`src/rtl/mmio_uart_tx.sv`:
```
// mmio_uart_tx: memory-mapped 8N1 UART transmitter with an 8-entry byte FIFO.
//
// Register window (word offsets from BASE_ADDR):
//   +0 TXDATA  write pushes d_write_data[7:0]; reads 0
//   +4 STATUS  {28'b0, overflow, busy, fifo_empty, fifo_full}; write bit3=1 clears overflow
//   +8 DIV     baud divisor (cycles per bit), bits 15:0; 0/1 are stored as 2
//
// Ports:
//   clk, rst          clock, asynchronous active-low reset
//   d_read_en         pipeline data-read strobe
//   d_write_en        pipeline data-write strobe
//   d_addr            pipeline data address
//   d_write_data      pipeline store data
//   mmio_rdata        combinational read data (0 unless selected and reading)
//   mmio_sel          combinational window hit (aligned, offset 0/4/8)
//   uart_tx           serial line, idle high, driven from a flop
//   tx_irq            registered: FIFO empty and transmitter idle
module mmio_uart_tx #(
    parameter logic [31:0] BASE_ADDR = 32'hFFFF_0000,
    parameter logic [15:0] DIV_RESET = 16'd434
) (
    input  logic        clk,
    input  logic        rst,
    input  logic        d_read_en,
    input  logic        d_write_en,
    input  logic [31:0] d_addr,
    input  logic [31:0] d_write_data,
    output logic [31:0] mmio_rdata,
    output logic        mmio_sel,
    output logic        uart_tx,
    output logic        tx_irq
);
    typedef enum logic [1:0] {S_IDLE, S_START, S_DATA, S_STOP} state_t;

    state_t      r_state, w_state_nxt;
    logic [7:0]  r_fifo [8];
    logic [2:0]  r_wptr, r_rptr;
    logic [3:0]  r_cnt, w_cnt_nxt;
    logic        r_ovf;
    logic [15:0] r_div, r_timer, w_timer_nxt;
    logic [2:0]  r_bitcnt, w_bitcnt_nxt;
    logic [7:0]  r_shift, w_shift_nxt;
    logic        r_tx, w_tx_nxt;
    logic        r_irq, w_irq_nxt;

    logic [31:0] w_off;
    logic        w_wr_tx, w_wr_st, w_wr_div;
    logic        w_full, w_empty, w_busy;
    logic        w_pop, w_push, w_drop;
    logic [15:0] w_div_wr;
    logic        w_unused;

    // Address decode: only aligned offsets 0, 4 and 8 hit the window.
    assign w_off    = d_addr - BASE_ADDR;
    assign mmio_sel = (d_addr[1:0] == 2'b00) && (w_off <= 32'd8);
    assign w_wr_tx  = d_write_en && mmio_sel && (w_off[3:2] == 2'd0);
    assign w_wr_st  = d_write_en && mmio_sel && (w_off[3:2] == 2'd1);
    assign w_wr_div = d_write_en && mmio_sel && (w_off[3:2] == 2'd2);

    assign w_full   = (r_cnt == 4'd8);
    assign w_empty  = (r_cnt == 4'd0);
    assign w_busy   = (r_state != S_IDLE);

    // The transmitter takes the head byte whenever it sits idle; a push into a
    // full FIFO still fits if that pop frees a slot in the same cycle.
    assign w_pop    = (r_state == S_IDLE) && !w_empty;
    assign w_push   = w_wr_tx && (!w_full || w_pop);
    assign w_drop   = w_wr_tx && !w_push;

    // Divisors below 2 would leave the bit timer no room to count.
    assign w_div_wr = (d_write_data[15:1] == 15'd0) ? 16'd2 : d_write_data[15:0];

    assign w_unused = &{1'b0, d_write_data[31:16]};

    always_comb begin
        w_cnt_nxt = r_cnt;
        if (w_push && !w_pop)
            w_cnt_nxt = r_cnt + 4'd1;
        else if (!w_push && w_pop)
            w_cnt_nxt = r_cnt - 4'd1;
    end

    // Read mux reflects pre-edge state, so a read paired with a write to the
    // same register returns the old value.
    always_comb begin
        mmio_rdata = 32'd0;
        if (d_read_en && mmio_sel) begin
            case (w_off[3:2])
                2'd1:    mmio_rdata = {28'd0, r_ovf, w_busy, w_empty, w_full};
                2'd2:    mmio_rdata = {16'd0, r_div};
                default: mmio_rdata = 32'd0;
            endcase
        end
    end

    // FIFO storage needs no reset: pointers and count define what is valid.
    always_ff @(posedge clk) begin
        if (w_push)
            r_fifo[r_wptr] <= d_write_data[7:0];
    end

    // State register
    always_ff @(posedge clk or negedge rst) begin
        if (!rst) begin
            r_state  <= S_IDLE;
            r_wptr   <= 3'd0;
            r_rptr   <= 3'd0;
            r_cnt    <= 4'd0;
            r_ovf    <= 1'b0;
            r_div    <= DIV_RESET;
            r_timer  <= 16'd0;
            r_bitcnt <= 3'd0;
            r_shift  <= 8'd0;
            r_tx     <= 1'b1;
            r_irq    <= 1'b1;
        end else begin
            r_state  <= w_state_nxt;
            r_timer  <= w_timer_nxt;
            r_bitcnt <= w_bitcnt_nxt;
            r_shift  <= w_shift_nxt;
            r_tx     <= w_tx_nxt;
            r_irq    <= w_irq_nxt;
            r_cnt    <= w_cnt_nxt;
            if (w_push)
                r_wptr <= r_wptr + 3'd1;
            if (w_pop)
                r_rptr <= r_rptr + 3'd1;
            if (w_drop)
                r_ovf <= 1'b1;
            else if (w_wr_st && d_write_data[3])
                r_ovf <= 1'b0;
            if (w_wr_div)
                r_div <= w_div_wr;
        end
    end

    // Next-state: each bit lasts r_div cycles; the timer is reloaded on every
    // bit boundary, which is where a new divisor takes effect.
    always_comb begin
        w_state_nxt  = r_state;
        w_timer_nxt  = r_timer;
        w_bitcnt_nxt = r_bitcnt;
        w_shift_nxt  = r_shift;
        case (r_state)
            S_IDLE: begin
                if (w_pop) begin
                    w_state_nxt = S_START;
                    w_timer_nxt = r_div - 16'd1;
                    w_shift_nxt = r_fifo[r_rptr];
                end
            end
            S_START: begin
                if (r_timer == 16'd0) begin
                    w_state_nxt  = S_DATA;
                    w_timer_nxt  = r_div - 16'd1;
                    w_bitcnt_nxt = 3'd0;
                end else begin
                    w_timer_nxt = r_timer - 16'd1;
                end
            end
            S_DATA: begin
                if (r_timer == 16'd0) begin
                    w_timer_nxt = r_div - 16'd1;
                    if (r_bitcnt == 3'd7) begin
                        w_state_nxt = S_STOP;
                    end else begin
                        w_bitcnt_nxt = r_bitcnt + 3'd1;
                        w_shift_nxt  = {1'b0, r_shift[7:1]};
                    end
                end else begin
                    w_timer_nxt = r_timer - 16'd1;
                end
            end
            S_STOP: begin
                if (r_timer == 16'd0) begin
                    w_state_nxt = S_IDLE;
                    w_timer_nxt = 16'd0;
                end else begin
                    w_timer_nxt = r_timer - 16'd1;
                end
            end
            default: w_state_nxt = S_IDLE;
        endcase
    end

    // Outputs are computed from next-state values and registered, so the line
    // and the interrupt line up with the state they describe.
    always_comb begin
        case (w_state_nxt)
            S_START: w_tx_nxt = 1'b0;
            S_DATA:  w_tx_nxt = w_shift_nxt[0];
            default: w_tx_nxt = 1'b1;
        endcase
        w_irq_nxt = (w_state_nxt == S_IDLE) && (w_cnt_nxt == 4'd0);
    end

    assign uart_tx = r_tx;
    assign tx_irq  = r_irq;

endmodule

```
`config.mk`:
```
export PLATFORM = sky130hd
export DESIGN_NAME = mmio_uart_tx
export DESIGN_NICKNAME = d
export VERILOG_FILES = /design/src/rtl/mmio_uart_tx.sv
export SDC_FILE = /design/constraint.sdc
export NUM_CORES = 1
export LEC_CHECK = 0
export CAP_MARGIN = 20
export CORE_ASPECT_RATIO = 0.7
export CORE_MARGIN = 2
export CORE_UTILIZATION = 58
export DETAILED_ROUTE_END_ITERATION = 8
export GPL_TIMING_DRIVEN = 0
export PLACE_DENSITY = 0.86
export SLEW_MARGIN = 20
export SYNTH_ARGS = -nofsm -noshare
export SYNTH_HDL_FRONTEND = slang
export SYNTH_SLANG_ARGS = --single-unit
```
`constraint.sdc`:
```
create_clock -name clk -period 7.6 [get_ports clk]
set_input_delay 1.52 -clock clk [delete_from_list [all_inputs] [get_ports clk]]
set_output_delay 1.52 -clock clk [all_outputs]
set_load 0.01 [all_outputs]
```
==> flow_summary.toml, run 1 <==
[flow_run]
drv_cap = 0

[synthesis]
synthAdderAreaFrac_pct = 3.32
async_reset_ff_share_pct = 47.5
synth_ff_type = "edfxtp_1"
yosys.area_share.simple_pct = 15.5
synthCells = 538
synth_xor_area_share_pct = 3.46
yosys.cell_types.count = 69
synth_mux_area_share_pct = 10.4
synth_top_area_share_pct = 30.3
syn_avg_cell_area_sq_um = 11.8
seq_area_frac_synth_pct = 53.4
synth_edf_count = 64
netlist_area_sq_um = 6340
yosys_register_bits = 122
synth_top_family_by_area = "simple AND/OR/NAND/NOR gates"
synth.most_common_cell = "edfxtp_1"
synth-compound-area-share_pct = 9.68
synth_common_cells = "edfxtp_1 (64), dfrtp_1 (51), nor2_1 (51)"
synthTopCellsByArea = "edfxtp_1 (30%), dfrtp_1 (20%), mux4_2 (5.7%)"
synth_area_leader_cell = "edfxtp_1"
ys_warn_count = 0

[critical_path]
worst_ep_arrival_time_ns = 4.10
r2r-end = "r_fifo[0][1]"
worstSetupStartpoint = "d_addr[2]"
critPathLaunchType = "input pin"
reg2reg_depth = 7
reg2reg_from = "r_state[0]"
worstPathCellList = "clkdlybuf4s50_1 -> inv_1 -> ha_1 -> o2111a_1 -> and3_1 -> and3_1 -> clkbuf_1 -> and2_1 -> clkdlybuf4s50_1"
critPathMaxFanout = 10
criticalPathCategory = "input pin to output port"
ff2ff_setup_slack_ns = 4.45
crit_slowest_cell = "clkdlybuf4s50_1"
worstPathRequired_ns = 6.08
endpoint_kind = "output port"
cpPeakStageDelay_ns = 0.55

[drt]
first_pass_iters = 5
finalWirelength_um = 16400
drtIter0Drc = 681
viasPerCell = 6.32
vias = 4977
route.detailed.drc = 0
ant_nets = 0
wire_per_inst_um = 20.8

[cells_and_area]
areaGrowthSynthToFinish_pct = 23.9
fin_nets = 727
drive_above_1_share_pct = 17.4
diodes = 0
fin_area_sq_um = 7850

[floorplan]
core_area_sq_um = 10500
die-area_sq_um = 11800
ios = 103
initial_utilization_pct = 60.5
dieWidth_um = 129
rows = 31
die_h_um = 91.4

[clock_network]
clk_pin_slew_worst_paths_ns = 0.05
clockRootBuffer = "clkbuf_16"
clk_latency_ns = 0.42
htreeDepth = 4
hold_buffers = 0
cts_resized = 0
cts_buffers = 17
cts_tree = "built"
clock_path_buffers = 2
cts_setup_buffers = 0
cts.sink_count = 122

[pwr]
power_mw = 1.58
sw_frac_of_total_pct = 23.1
comb_power_share_pct = 6.8
leakagePower_nw = 3.26
p_int_mw = 1.22
p_clk_share_pct = 48.0
p_sw_mw = 0.366
power_density_nw_per_um2 = 202
vdd_drop_max_v = 0.000176
seqPwrFrac_pct = 45.3

[global_routing]
grt_max_degree = 46
grt_pass1_vias = 4917
antenna_found_initial = 0
grt_overflow = 0
grt.total_usage_pct = 29.6
grt_pass1_wl_um = 26000

[hold_path]
hold-path-endpoint = "r_shift[7]"
hp-class = "flop to flop"
hp-start = "r_shift[7]"
hold_depth = 1

[sta]
fin_crit_sh_pct = 73.9
clock_skew_ns = 0.0100
fmax_ghz = 0.178
final_hold_viol_count = 0
post-route-min-period_ns = 5.62
worstMarginPinSlew_ns = 0.899
rsz0062_at_grt = "false"
finalSetupTns_ns = 0
setup_violations = 0
max_slew_margin_pct = 39.8
drv_slew = 0

[placement]
portBuffers = 70
placed_cell_area_sq_um = 7290
dp_hpwl_um = 11000
globalplace.congestion = 0.888

[status]
status = "completed"
routing by layer:
metal	GRT usage (%)	part of all wire [%]	up-vias
met3	7.01	10	47
met5	0	0	-
met4	11.8	2.7	0
li1	-	-	2182
met2	45.5	47	363
met1	40.8	40	2385
through the flow:
step                setup WS, ns  hold slack [ns]  cells  utilization, %
floorplan                   3.10            0.473    553               -
global placement            2.07            0.495    755            69.3
detailed placement          1.99            0.501    756            69.6
CTS                         1.98            0.513    788            74.9
global route                1.81            0.531    788            74.9
finish                      1.98            0.510    788            74.9
power by group through the flow:
stage	logic [mW]	clock network [mW]	registers, mW
global placement	0.100	0	0.728
CTS	0.106	0.759	0.716
finish	0.107	0.759	0.716
detailed placement	0.105	0	0.728
global route	0.114	0.787	0.717
floorplan	0.0492	0	0.727
sequential cells by signal (all words and copies together) (netlist names):
signal / count
r_bitcnt: 3
r_state: 2
r_timer: 16
r_ovf: 1
r_div: 16
r_fifo: 64
tx_irq: 1
r_wptr: 3
r_rptr: 3
r_shift: 8
uart_tx: 1
r_cnt: 4
how the worst max path moves through the flow:
stage / depth (start not counted) / slack (ns) / endpoint
2_1_floorplan: 6 / 3.10 / mmio_rdata[10]
3_3_place_gp: 9 / 2.07 / mmio_rdata[5]
3_5_place_dp: 9 / 1.99 / mmio_rdata[9]
4_1_cts: 9 / 1.98 / mmio_rdata[9]
5_1_grt: 9 / 1.81 / mmio_rdata[13]
6_report: 9 / 1.98 / mmio_rdata[9]
final cells by class:
cell class | instances | area, sq um
clock buffer | 20 | 437
inverter | 17 | 63.8
fill | 677 | 2620
clock inverter | 12 | 119
multi-input combinational | 378 | 2760
buffer | 36 | 201
timing repair buffer | 71 | 726
tap | 132 | 165
sequential | 122 | 3380
worst max-delay path: cells and delay by family:
| family | cells | cell delay (ns) |
|---|---|---|
| buf+inv | 4 | 1.36 |
| simple gates | 3 | 0.62 |
| fa+ha+maj | 1 | 0.32 |
| compound gates | 1 | 0.29 |
cells in the final DEF (no fill, tap or decap), drive strengths merged, types with 7 or more instances in the layout:
| master | count |
|---|---|
| and2 | 13 |
| mux2i | 11 |
| dfrtp | 51 |
| ha | 16 |
| clkdlybuf4s50 | 69 |
| mux4 | 16 |
| edfxtp | 64 |
| o21ai | 29 |
| dfstp | 7 |
| nor3 | 14 |
| nor2 | 53 |
| xor2 | 8 |
| nand2 | 37 |
| a21oi | 28 |
| buf | 24 |
| xnor2 | 17 |
| conb | 16 |
| nor4 | 11 |
| mux2 | 17 |
| inv | 20 |
| clkbuf | 34 |
kinds of logic (layout without fill, tap and decap cells):
| family | after synthesis | count (layout) |
|---|---|---|
| AOI/OAI and AO/OA | 97 | 97 |
| xor gates and xnor gates | 25 | 25 |
| adders and majority gates | 17 | 17 |
| buffers and inverters | 53 | 156 |
| DFF | 122 | 122 |
| muxes | 44 | 44 |
| other | 1 | 16 |
| and+or+nand+nor | 179 | 179 |
Note: power is estimated with default switching activity, not from simulation.
==> run 2: changes to the inputs <==
--- a/config.mk
+++ b/config.mk
@@ -8,10 +8,10 @@
 export CAP_MARGIN = 20
 export CORE_ASPECT_RATIO = 0.7
 export CORE_MARGIN = 2
-export CORE_UTILIZATION = 58
+export CORE_UTILIZATION = 49
 export DETAILED_ROUTE_END_ITERATION = 8
 export GPL_TIMING_DRIVEN = 0
-export PLACE_DENSITY = 0.86
+export PLACE_DENSITY = 0.77
 export SLEW_MARGIN = 20
 export SYNTH_ARGS = -nofsm -noshare
 export SYNTH_HDL_FRONTEND = slang
==> constraint.sdc (replaced) <==
create_clock -name clk -period 4.5 [get_ports clk]
set_input_delay 0.9 -clock clk [delete_from_list [all_inputs] [get_ports clk]]
set_output_delay 0.9 -clock clk [all_outputs]
set_load 0.01 [all_outputs]
==> run 2 against run 1 <==
Against the previous run:
- core utilization decreased by 11 points
- clock-buffer cell count fell by 1
- global-route usage decreased by 5.9 points
- flip-flop and latch count unchanged
- power increased by 76%
- routed wire length down 5.1%
- hold slack worse by 0.043 ns
- sequential share of layout area shrank 0.50 points
- clock power is 83% higher
- sequential power up 69%
- register-to-register slack got worse by 3.2 ns
- non-clock buffer count rose by 1
- critical path type unchanged
==> flow_summary.toml, run 2 (synthesized netlist as in run 1, its figures left out) <==
[status]
status = "completed"

[critical_path]
criticalPathCategory = "input pin to output port"
critPathMaxFanout = 10
endpoint_kind = "output port"
critPathLaunchType = "input pin"
worst_ep_arrival_time_ns = 3.37
worstPathRequired_ns = 3.60

[floorplan]
rows = 34
core_area_sq_um = 12500
dieWidth_um = 140
die_h_um = 99.1
die-area_sq_um = 13900
initial_utilization_pct = 50.7
ios = 103

[cells_and_area]
diodes = 0
largest_register_ffs = 64
drive_above_1_share_pct = 17.7
final_cell_mix = "clkdlybuf4s50_1 (69), edfxtp_1 (64), nor2_1 (51), dfrtp_1 (51), nand2_1 (37)"
areaGrowthSynthToFinish_pct = 25.3
regMostFlops = "r_fifo"
reg_top3 = "r_fifo (64), r_div (16), r_timer (16)"
fin_area_sq_um = 7940
fillers = 955
fin_nets = 728
final_common_cell = "clkdlybuf4s50_1"

[clock_network]
clockRootBuffer = "clkbuf_16"
cts_tree = "built"
htreeDepth = 4
clock_path_buffers = 2
clk_pin_slew_worst_paths_ns = 0.06
clk_latency_ns = 0.42
cts_buffers = 17
cts.sink_count = 122
hold_buffers = 0

[sta]
worstMarginPinSlew_ns = 0.916
rsz0062_at_grt = "false"
post-route-min-period_ns = 4.27
max_slew_margin_pct = 38.7
final_hold_viol_count = 0
drv_slew = 0
fmax_ghz = 0.234
clock_skew_ns = 0.00729
fin_crit_sh_pct = 94.9
setup_violations = 0
finalSetupTns_ns = 0

[pwr]
power_density_nw_per_um2 = 350
vdd_drop_max_v = 0.000326
leakagePower_nw = 3.30

[drt]
route.detailed.drc = 0
vias = 4788
drtIter0Drc = 420
viasPerCell = 5.85
ant_nets = 0
first_pass_iters = 7
finalWirelength_um = 15600
wire_per_inst_um = 19.0

[global_routing]
antenna_found_initial = 0
grt_pass1_wl_um = 25300
grt_max_degree = 59
grt.total_usage_pct = 23.7
grt_overflow = 0
grt_pass1_vias = 4713

[placement]
globalplace.congestion = 0.904
placed_cell_area_sq_um = 7340
portBuffers = 70
dp_hpwl_um = 11100

[flow_run]
drv_cap = 0

[hold_path]
hp-class = "input pin to asynchronous set/reset pin"
-- run 2: changes by cell type in the layout (fill, tap and decap cells not counted), sizes merged --
cell      change
bufinv        +2
clkinvlp      -2
buf           +1
clkbuf        -1
clkinv        +1
-- run 2: critical path: stages --
cell and delay, ns:
clkdlybuf4s50_1 0.43, inv_1 0.10, ha_1 0.33, o2111a_1 0.28, and3_1 0.22, and3_1 0.22, clkbuf_2 0.20, and2_1 0.16
clkdlybuf4s50_1 0.54
-- run 2: repair_timing --
item                       in CTS  in global routing
setup endpoints to repair       0                 10
buffers inserted                0                  0
resized for setup               0                  2
hold endpoints to repair        0                  0
-- run 2: metal layers --
metal | global-route usage [%] | routed length, um | vias to the layer above
li1 | - | - | 2191
met1 | 33.5 | 6960 | 2347
met2 | 37.4 | 7150 | 237
met3 | 5.83 | 1300 | 13
met4 | 6.23 | 147 | 0
met5 | 0 | 0 | -
-- run 2: report_power, final --
| group | total [mW] | internal, mW | switching [mW] |
|---|---|---|---|
| Combinational | 0.180 | 0.0918 | 0.0880 |
| Sequential | 1.21 | 1.20 | 0.0132 |
| Clock | 1.39 | 0.875 | 0.514 |
-- run 2: layout make-up --
type	instances	area [sq um]	share of cell area, %
Tap cell	162	203	2.55
Multi-Input combinational cell	378	2760	34.7
Inverter	17	63.8	0.804
Clock buffer	19	433	5.45
Timing Repair Buffer	72	733	9.23
Buffer	36	203	2.55
Sequential cell	122	3380	42.6
Clock inverter	13	168	2.11
-- run 2: stage by stage --
| stage | setup slack, ns | hold WS [ns] | util, % | power, mW | instances |
|---|---|---|---|---|---|
| 2_1_floorplan | 1.24 | 0.473 | - | 1.31 | 553 |
| 3_3_place_gp | 0.188 | 0.489 | 58.3 | 1.40 | 785 |
| 3_5_place_dp | 0.134 | 0.499 | 58.7 | 1.41 | 787 |
| 4_1_cts | 0.124 | 0.473 | 63.5 | 2.79 | 819 |
| 5_1_grt | 0.0603 | 0.483 | 63.5 | 2.86 | 819 |
| 6_report | 0.229 | 0.466 | 63.5 | 2.78 | 819 |
-- run 2: worst paths after layout --
check / start / to / slack [ns] / cells after the start
worst max register to register: r_state[1] / r_fifo[1][0] / 1.27 / 7
worst min register to register: r_shift[7] / r_shift[7] / 0.51 / 1
worst max-delay path: d_addr[2] / mmio_rdata[14] / 0.23 / 9
worst min-delay path: rst / r_shift[7] / 0.47 / 2
max in group asynchronous: rst / r_div[7] / 3.71 / 2
min in group clk: r_shift[7] / r_shift[7] / 0.51 / 1
